==> src/rtl/vending_pkg.sv <==
// Shared types and helpers for the multi-product vending controller.
// Coin encoding, FSM states, denominations and greedy change selection.
package vending_pkg;

    typedef enum logic [1:0] {
        COIN_NONE = 2'b00,
        COIN_1    = 2'b01,
        COIN_5    = 2'b10,
        COIN_10   = 2'b11
    } coin_e;

    typedef enum logic [1:0] {
        S_IDLE,
        S_CREDIT,
        S_VEND,
        S_CHANGE
    } state_e;

    localparam logic [3:0] DENOM_1  = 4'd1;
    localparam logic [3:0] DENOM_5  = 4'd5;
    localparam logic [3:0] DENOM_10 = 4'd10;

    // Face value of a coin code in credit units.
    function automatic logic [3:0] coin_value(input coin_e c);
        logic [3:0] v;
        v = 4'd0;
        unique case (c)
            COIN_NONE: v = 4'd0;
            COIN_1:    v = DENOM_1;
            COIN_5:    v = DENOM_5;
            COIN_10:   v = DENOM_10;
        endcase
        return v;
    endfunction

    // Largest denomination not exceeding the remaining credit.
    function automatic coin_e next_change(input logic [15:0] c);
        coin_e r;
        if (c >= 16'(DENOM_10)) begin
            r = COIN_10;
        end else if (c >= 16'(DENOM_5)) begin
            r = COIN_5;
        end else if (c >= 16'(DENOM_1)) begin
            r = COIN_1;
        end else begin
            r = COIN_NONE;
        end
        return r;
    endfunction

endpackage

==> src/rtl/vm_stock_bank.sv <==
// Per-slot saturating stock counters with vend decrement and restock.
// Sold-out flags are registered alongside the counters.
module vm_stock_bank
    import vending_pkg::*;
#(
    parameter int N_GOODS = 4,
    parameter int STOCK_W = 4,
    parameter int SEL_W   = $clog2(N_GOODS)
) (
    input  logic               clk,
    input  logic               rst,
    input  logic               dec_valid_i,
    input  logic [SEL_W-1:0]   dec_slot_i,
    input  logic               rs_valid_i,
    input  logic [SEL_W-1:0]   rs_slot_i,
    input  logic [STOCK_W-1:0] rs_qty_i,
    output logic [N_GOODS-1:0] sold_out_o
);

    logic [STOCK_W-1:0] stock_q [N_GOODS];
    logic [STOCK_W-1:0] stock_d [N_GOODS];
    logic [STOCK_W:0]   sum_w   [N_GOODS];
    logic [N_GOODS-1:0] sold_out_q;

    // Net update per slot: add restock, remove vended item, clamp at full.
    always_comb begin
        for (int k = 0; k < N_GOODS; k++) begin
            sum_w[k] = {1'b0, stock_q[k]};
            if (rs_valid_i && rs_slot_i == SEL_W'(k)) begin
                sum_w[k] = sum_w[k] + {1'b0, rs_qty_i};
            end
            if (dec_valid_i && dec_slot_i == SEL_W'(k) && sum_w[k] != '0) begin
                sum_w[k] = sum_w[k] - (STOCK_W+1)'(1);
            end
            stock_d[k] = sum_w[k][STOCK_W] ? '1 : sum_w[k][STOCK_W-1:0];
        end
    end

    // Counter and sold-out flag registers.
    always_ff @(posedge clk or posedge rst) begin
        if (rst) begin
            for (int k = 0; k < N_GOODS; k++) begin
                stock_q[k] <= '0;
            end
            sold_out_q <= '1;
        end else begin
            for (int k = 0; k < N_GOODS; k++) begin
                stock_q[k]    <= stock_d[k];
                sold_out_q[k] <= (stock_d[k] == '0);
            end
        end
    end

    assign sold_out_o = sold_out_q;

endmodule

==> src/rtl/vending_machine_mc.sv <==
// Multi-product vending controller: credit, selection, vend, change.
// Change is paid greedily, one hopper coin per cycle.
module vending_machine_mc
    import vending_pkg::*;
#(
    parameter int N_GOODS    = 4,
    parameter int CREDIT_W   = 7,
    parameter int STOCK_W    = 4,
    parameter int MAX_CREDIT = 99,
    parameter logic [N_GOODS*CREDIT_W-1:0] PRICE =
        {7'd5, 7'd25, 7'd10, 7'd15},
    parameter int SEL_W      = $clog2(N_GOODS)
) (
    input  logic                clk,
    input  logic                rst,
    input  logic [1:0]          coin,
    input  logic                sel_valid,
    input  logic [SEL_W-1:0]    sel,
    input  logic                cancel,
    input  logic                restock_valid,
    input  logic [SEL_W-1:0]    restock_slot,
    input  logic [STOCK_W-1:0]  restock_qty,
    output logic                sell,
    output logic [SEL_W-1:0]    sell_slot,
    output logic [1:0]          change,
    output logic                busy,
    output logic [CREDIT_W-1:0] credit,
    output logic                coin_reject,
    output logic                err,
    output logic [N_GOODS-1:0]  sold_out
);

    state_e              state_q;
    logic [CREDIT_W-1:0] credit_q;
    logic                sell_q;
    logic [SEL_W-1:0]    sell_slot_q;
    coin_e               change_q;
    logic                busy_q;
    logic                coin_reject_q;
    logic                err_q;

    coin_e               coin_w;
    logic [CREDIT_W:0]   coin_sum_w;
    logic                coin_fit_w;
    logic                coin_in_w;
    logic [CREDIT_W-1:0] price_w;
    logic                sel_oob_w;
    logic                sel_ok_w;
    logic                cancel_take_w;
    logic                idle_like_w;
    logic                vend_take_w;
    coin_e               chg_coin_w;
    logic [CREDIT_W-1:0] chg_val_w;
    logic [N_GOODS-1:0]  sold_out_w;

    assign coin_w     = coin_e'(coin);
    assign coin_in_w  = (coin_w != COIN_NONE);
    assign coin_sum_w = {1'b0, credit_q}
                      + (CREDIT_W+1)'(coin_value(coin_w));
    assign coin_fit_w = (coin_sum_w <= (CREDIT_W+1)'(MAX_CREDIT));

    // Slot indices beyond the table only exist when N_GOODS is not 2^SEL_W.
    if (N_GOODS == (1 << SEL_W)) begin : g_sel_pow2
        assign sel_oob_w = 1'b0;
    end else begin : g_sel_npow2
        assign sel_oob_w = ({1'b0, sel} >= (SEL_W+1)'(N_GOODS));
    end

    assign price_w  = PRICE[sel*CREDIT_W +: CREDIT_W];
    assign sel_ok_w = !sel_oob_w
                   && !sold_out_w[sel]
                   && (credit_q >= price_w);

    assign idle_like_w   = (state_q == S_IDLE) || (state_q == S_CREDIT);
    assign cancel_take_w = cancel && (credit_q != '0);
    assign vend_take_w   = idle_like_w && !cancel_take_w
                        && sel_valid && sel_ok_w;

    assign chg_coin_w = next_change(16'(credit_q));
    assign chg_val_w  = CREDIT_W'(coin_value(chg_coin_w));

    vm_stock_bank #(
        .N_GOODS (N_GOODS),
        .STOCK_W (STOCK_W),
        .SEL_W   (SEL_W)
    ) u_stock (
        .clk         (clk),
        .rst         (rst),
        .dec_valid_i (vend_take_w),
        .dec_slot_i  (sel),
        .rs_valid_i  (restock_valid),
        .rs_slot_i   (restock_slot),
        .rs_qty_i    (restock_qty),
        .sold_out_o  (sold_out_w)
    );

    // Main FSM: credit intake, selection, vend and change payout.
    always_ff @(posedge clk or posedge rst) begin
        if (rst) begin
            state_q       <= S_IDLE;
            credit_q      <= '0;
            sell_q        <= 1'b0;
            sell_slot_q   <= '0;
            change_q      <= COIN_NONE;
            busy_q        <= 1'b0;
            coin_reject_q <= 1'b0;
            err_q         <= 1'b0;
        end else begin
            sell_q        <= 1'b0;
            err_q         <= 1'b0;
            coin_reject_q <= 1'b0;
            unique case (state_q)
                S_IDLE, S_CREDIT: begin
                    change_q <= COIN_NONE;
                    if (cancel_take_w) begin
                        change_q      <= chg_coin_w;
                        credit_q      <= credit_q - chg_val_w;
                        busy_q        <= 1'b1;
                        state_q       <= S_CHANGE;
                        coin_reject_q <= coin_in_w;
                    end else if (sel_valid) begin
                        coin_reject_q <= coin_in_w;
                        if (sel_ok_w) begin
                            credit_q    <= credit_q - price_w;
                            sell_q      <= 1'b1;
                            sell_slot_q <= sel;
                            busy_q      <= 1'b1;
                            state_q     <= S_VEND;
                        end else begin
                            err_q <= 1'b1;
                        end
                    end else if (coin_in_w) begin
                        if (coin_fit_w) begin
                            credit_q <= coin_sum_w[CREDIT_W-1:0];
                            state_q  <= S_CREDIT;
                        end else begin
                            coin_reject_q <= 1'b1;
                        end
                    end
                end
                S_VEND, S_CHANGE: begin
                    coin_reject_q <= coin_in_w;
                    if (credit_q == '0) begin
                        change_q <= COIN_NONE;
                        busy_q   <= 1'b0;
                        state_q  <= S_IDLE;
                    end else begin
                        change_q <= chg_coin_w;
                        credit_q <= credit_q - chg_val_w;
                        busy_q   <= 1'b1;
                        state_q  <= S_CHANGE;
                    end
                end
            endcase
        end
    end

    assign sell        = sell_q;
    assign sell_slot   = sell_slot_q;
    assign change      = change_q;
    assign busy        = busy_q;
    assign credit      = credit_q;
    assign coin_reject = coin_reject_q;
    assign err         = err_q;
    assign sold_out    = sold_out_w;

endmodule
==> config.mk <==
export PLATFORM = sky130hd
export DESIGN_NAME = vending_machine_mc
export DESIGN_NICKNAME = d
export VERILOG_FILES = /design/src/rtl/vending_pkg.sv /design/src/rtl/vm_stock_bank.sv /design/src/rtl/vending_machine_mc.sv
export SDC_FILE = /design/constraint.sdc
export NUM_CORES = 1
export LEC_CHECK = 0
export BUFFER_PORTS_ARGS = -buffer_cell sky130_fd_sc_hd__buf_2
export CORE_AREA = 2 2 85 87
export CTS_BUF_LIST = sky130_fd_sc_hd__clkbuf_16
export CTS_CLUSTER_DIAMETER = 50
export DETAILED_ROUTE_END_ITERATION = 10
export DIE_AREA = 0 0 87 89
export PLACE_DENSITY = 0.78
export RECOVER_POWER = 25
export SLEW_MARGIN = 20
export SYNTH_ARGS = -nofsm -noshare
export SYNTH_HDL_FRONTEND = slang
export SYNTH_HIERARCHICAL = 1
export SYNTH_SLANG_ARGS = --single-unit
==> constraint.sdc <==
create_clock -name clk -period 3.89 [get_ports clk]
set_input_delay 0.778 -clock clk [delete_from_list [all_inputs] [get_ports clk]]
set_output_delay 0.778 -clock clk [all_outputs]
set_load 0.005 [all_outputs]
== Yosys cells after proc, flatten, opt, wreduce, memory -nomap -nowiden ==
Cells that the tools add are included.
Storage, ports and cells
  bits in latches: 0
  memories kept: 0
  register bits after elaboration: 37
  output and inout bits: 19
  bits in read-only memories: 0
  input bits: 15
  RAM bits: 0
Operators by class
  eq/ne operators: 21
  div/mod/pow operators: 0
  bitwise operators: 1
  add/subtract/negate cells: 11
  $mul: 1
  order comparisons: 6
  mux-type cells: 54
  shift operators: 1
  reductions and logical operators: 42
Operators by type and width (number)
  $mux 7: 6
  $mux 5: 8
  $pmux 4 s4: 2
  $shiftx 28x6->7 const A: 1
  $add 4x4->5: 4
  $eq 2x2->1 const B: 10
  $mux 2: 10
  $reduce_bool 5->1: 4
  $sub 5x1->5 const B: 4
  $mux 1: 18
  $logic_and 1x1->1: 17
  $logic_not 4->1: 4
  $mux 4: 4
  $pmux 7 s2: 1
  $ne 4x4->1 const B: 3
  $eq 2x1->1 const B: 5
  $logic_not 2->1: 5
  $add 7x4->8: 1
  $le 8x7->1 const B: 1
  $pmux 2 s2: 2
  $reduce_and 4->1: 2
  $ge 7x1->1 const B: 1
  $ge 7x3->1 const B: 1
  $ge 7x4->1 const B: 1
  other kinds (18): 22

== Logic depth before layout (Yosys ltp) ==
  depth in word-level cells: 11
  depth in mapped cells: 16

== By module ==
The synthesis kept the hierarchy.
By module, submodules not included
  vm_stock_bank: seq. area each 505.5 um^2, instances 1, area an instance 2229.6 um^2, cells each 258
  vending_machine_mc: seq. area each 400.4 um^2, instances 1, area an instance 1756.7 um^2, cells each 208

== Least setup slack after synthesis ==
No wires, ideal clock.
  kind: input-to-reg
  from: input port sel[0]
  to: register u_stock.sold_out_q[0] (netlist: u_stock/sold_out_o[0])
  arrival time: 3.784 ns
  data required time: 3.785 ns
  setup slack: 0.001 ns
  stages on the path: 12
  cell sequence: inv_1 -> ha_1 -> inv_1 -> ha_1 -> and4_1 -> a211oi_1 -> a21o_1 -> nor2_1 -> nor3b_1 -> nand2_1 -> or4b_1 -> a2111oi_2
Between the ends
  longest elaborated chain between the ends: 10
  elaborated cells on any way between the ends: 14
  classes of those cells: 1 x mul; 1 x order compare; 1 x shift; 4 x mux; 7 x reduce/logical
Ends and longest elaborated chain
  start: declaration: line vending_machine_mc.sv:18  | input logic [SEL_W-1:0] sel,
  $mul 2x3->5 / $bmux 1 s2 (equally long branches): line vending_machine_mc.sv:69, vending_machine_mc.sv:71
  $shiftx 28x6->7 / $mux 1 (equally long branches): line vending_machine_mc.sv:69, vending_machine_mc.sv:71
  $ge 7x7->1 / $logic_not 1->1 (equally long branches): line vending_machine_mc.sv:72, vending_machine_mc.sv:71
  $logic_and 1x1->1 *: line vending_machine_mc.sv:72  | && (credit_q >= price_w);
  $logic_and 1x1->1 *: line vending_machine_mc.sv:77  | && sel_valid && sel_ok_w;
  via vend_take_w: line vending_machine_mc.sv:51  | logic vend_take_w;
  $logic_and 1x1->1 * (2 in a row): line vm_stock_bank.sv:32  | if (dec_valid_i && dec_slot_i == SEL_W'(k) && sum_w[k] != '0) begin
  $mux 5 *: line vm_stock_bank.sv:32
  $mux 4 *: line vm_stock_bank.sv:35  | stock_d[k] = sum_w[k][STOCK_W] ? '1 : sum_w[k][STOCK_W-1:0];
  $logic_not 4->1 *: line vm_stock_bank.sv:49  | sold_out_q[k] <= (stock_d[k] == '0);
  end signal: indexed assignment: line vm_stock_bank.sv:49
  end: declaration: line vm_stock_bank.sv:23  | logic [N_GOODS-1:0] sold_out_q;
Mark *: on every way through the listed nets, which the timed path passes. The rest lies on a longest branch. The select of a mux whose other input is x is not followed.
A chain may end at the register's enable or synchronous reset.

== Worst setup path after layout ==
  from: input port coin[0]
  to: register credit_q[4] (netlist: credit[4])
Between the ends
  longest elaborated chain between the ends: 8
  elaborated cells on any way between the ends: 16
  classes of those cells: 1 x add/sub; 1 x order compare; 5 x eq/ne; 6 x mux; 3 x reduce/logical
Ends and longest elaborated chain
  start: declaration: line vending_machine_mc.sv:16  | input logic [1:0] coin,
  branches (longest 8 deep; another with $add 7x4->8)
  end signal: assignment: line vending_machine_mc.sv:117  | credit_q <= credit_q - chg_val_w;
  end signal: assignment: line vending_machine_mc.sv:124  | credit_q <= credit_q - price_w;
  end signal: assignment: line vending_machine_mc.sv:134  | credit_q <= coin_sum_w[CREDIT_W-1:0];
  end: declaration: line vending_machine_mc.sv:34  | logic [CREDIT_W-1:0] credit_q;
Parallel ways; which one is timed is not known. The select of a mux whose other input is x is not followed.

==> impl_results.md <==
- Max stage delay cell, worst path: fa_1
- ANT cells: 0
- Share of final-layout standard cells stronger than drive strength 1: 0.1706
- Placer Congestion: 0.9410
- Proportion of register bits with asynchronous set or reset after synthesis: 1.000
- Via count of the first global-routing pass: 3645
- Power density of the placed cells: 721.7 nW/um^2
- Std-Cell Core Area: 6719 um^2
- First-pass GRT wire length: 16.69 mm
- Total global routing track utilization: 0.2706
- Avg Vias per Cell: between 6 and 7
- Critical path startpoint category: input pin
- Horizontal die dimension: roughly 87 um
- Clock tree root buffer cell: clkbuf_16
- Transition at the pin with the smallest max-transition slack: 0.8207 ns
- Synthesized area per cell: about 8.6 um^2
- Worst slew margin: 0.4523
- Leading register cell type out of synthesis: dfrtp_1
- Worst Skew: around 0.0064 ns
- Seq/Total Area, Yosys: 0.2272
- Utilization after layout: 0.6572
- Final-stage net count: 566
- Number of core rows: 30
- Top cells by area, synth: dfrtp_1 20%, ha_1 13%, a21oi_1 4.5%
- Area grow syn2layout: 10.77%
- Crit Path Category: input pin to flop
- Worst IR Drop VDD: 0.0003542 V
- Total count of max-transition violations in the final report: 0
- Mapped Nets: 529
- Total number of vias: 3830
- Fraction of synthesized cell area taken by the top area cell type: 0.2009
- Area of the multi-input gates: 2870 um^2
- Count of distinct cell types in the synthesized netlist: 67
- Timing-limited maximum frequency: roughly 280 MHz
- Unrepaired setup endpoints after global routing: false
- Leakage power of the design: 1.982 nW
- Fill cell instance count of the final layout: 549
- Number of remaining DRC errors: 0
- Critical Path, Cell by Cell: buf_2 > inv_1 > ha_1 > ha_1 > inv_1 > fa_1 > or3b_1 > mux2_4 > a22oi_2 > o211ai_2 > o221a_4 > nor2_2 > mux2_1
- Number of flops mapped to enable cells by yosys: 0
- Number of antenna violations at the first check in global routing: 0
- Final design area excluding fillers: between 4000 and 5000 um^2
- Fin crit share: 0.9038
- Final number of setup-violating endpoints: 0
- Port Buffer Count: 33
- Run status: finished, final reports clean
- Max-cap violations: 0
- Top cell type by total area after synthesis: dfrtp_1
- Total congestion overflow: 0
- Synthesized instance count: 466
- CTS tree: built
- Final Routed Wirelength: 10.11 mm
- Insertion delay of the later-clocked pin in the worst-skew pair: around 0.28 ns
- Setup tns final: 0 ns
- Total CTS buffers: 5
- Endpoint kind of the worst setup timing path: flop
- Largest fanout on the critical path: 8
- Average detailed-routed wire length per instance: between 15 and 20 um
- CP required: 4.05 ns
- Top-level I/O count: 34
- Register-to-register setup slack: around 0.57 ns
- Die Area: 7743 um^2
- Final period demand of the worst path: 3.516 ns
- DP HPWL: just under 8 mm
- Starting DRC count in detailed routing: 299
- Highest cell delay on the worst timing path: 0.41 ns
- Leading cell type in the layout, fill and taps excluded: ha_1
- Worst hold margin: 0.5193 ns
- Clock Tree Buf Depth: 2
- Number of H-tree levels: 2
- Data arrival time at the worst-slack endpoint: 3.68 ns
- CTS Sinks: 36
- Flop and latch count out of synthesis: 36
- Post-CTS setup buffer count: 0
- Area of the mapped netlist: 3986 um^2
- Combined flip-flop and latch cell area: 905.9 um^2
- Initial cell density of the core: 0.5933
- Die Span Y: 89 um
- Final-report hold violation count: 0
- Router iterations before antenna repair: 5
- Warnings, synthesis: 6
- Top library cells by usage in the layout, fill and taps aside: 41 x ha_1, 39 x nor2_1, 36 x a21oi_1
- Post_cts resized: 0
- Pin count of the biggest net entering global routing: 21
- Number of routed nets with antenna violations: 0
- Number of hold buffers added after CTS: 0
- Clock edge transition at the registers on the reported setup and hold paths: 0.06 ns
- Area after detailed placement: 4267 um^2
- Path type of the worst min-delay path: flop to flop
## worst paths after layout
check                                      startpoint                               to  depth (start not counted)
worst max register to register  credit[4]$_DFFE_PP0P_  u_stock/sold_out_o[3]$_DFF_PP1_                         11
worst max-delay path                          coin[0]            credit[4]$_DFFE_PP0P_                         13
worst min register to register       busy$_DFFE_PP0P_                 busy$_DFFE_PP0P_                          2
min in group asynchronous                         rst                 busy$_DFFE_PP0P_                          2
worst min-delay path                 busy$_DFFE_PP0P_                 busy$_DFFE_PP0P_                          2
max in group asynchronous                         rst    u_stock/stock_q[10]$_DFF_PP0_                          2
## power by group
group          switching (mW)  internal (mW)  total [mW]  leakage (nW)
registers               0.221          0.531       0.751         0.406
clock network           0.162          0.238       0.400        0.0660
logic                    1.11          0.926        2.04          1.51
total                    1.49           1.69        3.19          1.98
## flip-flops by register name (all words and copies together), names as in the netlist
name                cells
coin_reject             1
busy                    1
u_stock/sold_out_o      4
sell_slot               2
change                  2
credit                  7
u_stock/stock_q        16
err                     1
sell                    1
state_q                 1
## Yosys cell counts, types with 4 or more instances
master	n
clkbuf_1	8
fa_1	7
a211oi_1	7
inv_1	34
dfrtp_1	32
nand4_1	10
nand3b_1	9
dfstp_2	4
or2_2	6
a21oi_1	36
and3b_1	6
nor2b_1	13
nand3_1	18
mux2i_1	12
a21o_1	5
a31oi_1	8
o22ai_1	7
o21a_1	5
nand2_1	24
buf_2	6
nor2_1	39
and3_1	8
xnor2_1	13
ha_1	41
mux2_2	8
nand2b_1	6
a211o_1	5
nor3_1	14
o21ai_0	15
## per-stage QoR
step                      setup slack (ns)  total power, mW  cells
after global placement              0.1661            2.675    576
after floorplan                   0.001251            2.235    466
after CTS                           0.3688            3.162    584
after global routing                0.1817            3.464    584
after detailed placement           0.07812            2.741    576
final                               0.3741            3.187    584
## logic make-up after synthesis
group / Yosys count / share of synthesized area
adders and majority gates: 48 / 0.1638
xor gates and xnor gates: 15 / 0.03296
buffers and inverters: 50 / 0.05273
and+or+nand+nor: 170 / 0.2345
AOI/OAI and AO/OA: 121 / 0.2097
DFF: 36 / 0.2272
muxes: 26 / 0.07910
## per-layer routing
layer / part of all wire / wire length (um) / up-vias / GRT usage
li1: - / - / 1808 / -
met1: 0.41 / 4125 / 1824 / 0.3170
met2: 0.50 / 5055 / 168 / 0.4913
met3: 0.060 / 608 / 30 / 0.03601
met4: 0.032 / 324 / 0 / 0.1250
met5: 0 / 0 / - / 0
## area by class of cell
cell class	instances	area share
multi-input combinational	380	0.6500
sequential	36	0.2052
timing repair buffer	46	0.05951
inverter	34	0.02890
clock buffer	5	0.02834
tap	80	0.02267
clock inverter	3	0.005384
## worst max-delay path: cells and delay by family
family | cells | cell delay (ns)
AO/OA/AOI/OAI | 3 | 0.62
adder cells (fa/ha/maj) | 3 | 0.86
buffers and inverters | 3 | 0.20
multiplexers | 2 | 0.62
AND/OR/NAND/NOR | 2 | 0.59
No activity file was read; power rests on OpenSTA's default activity.
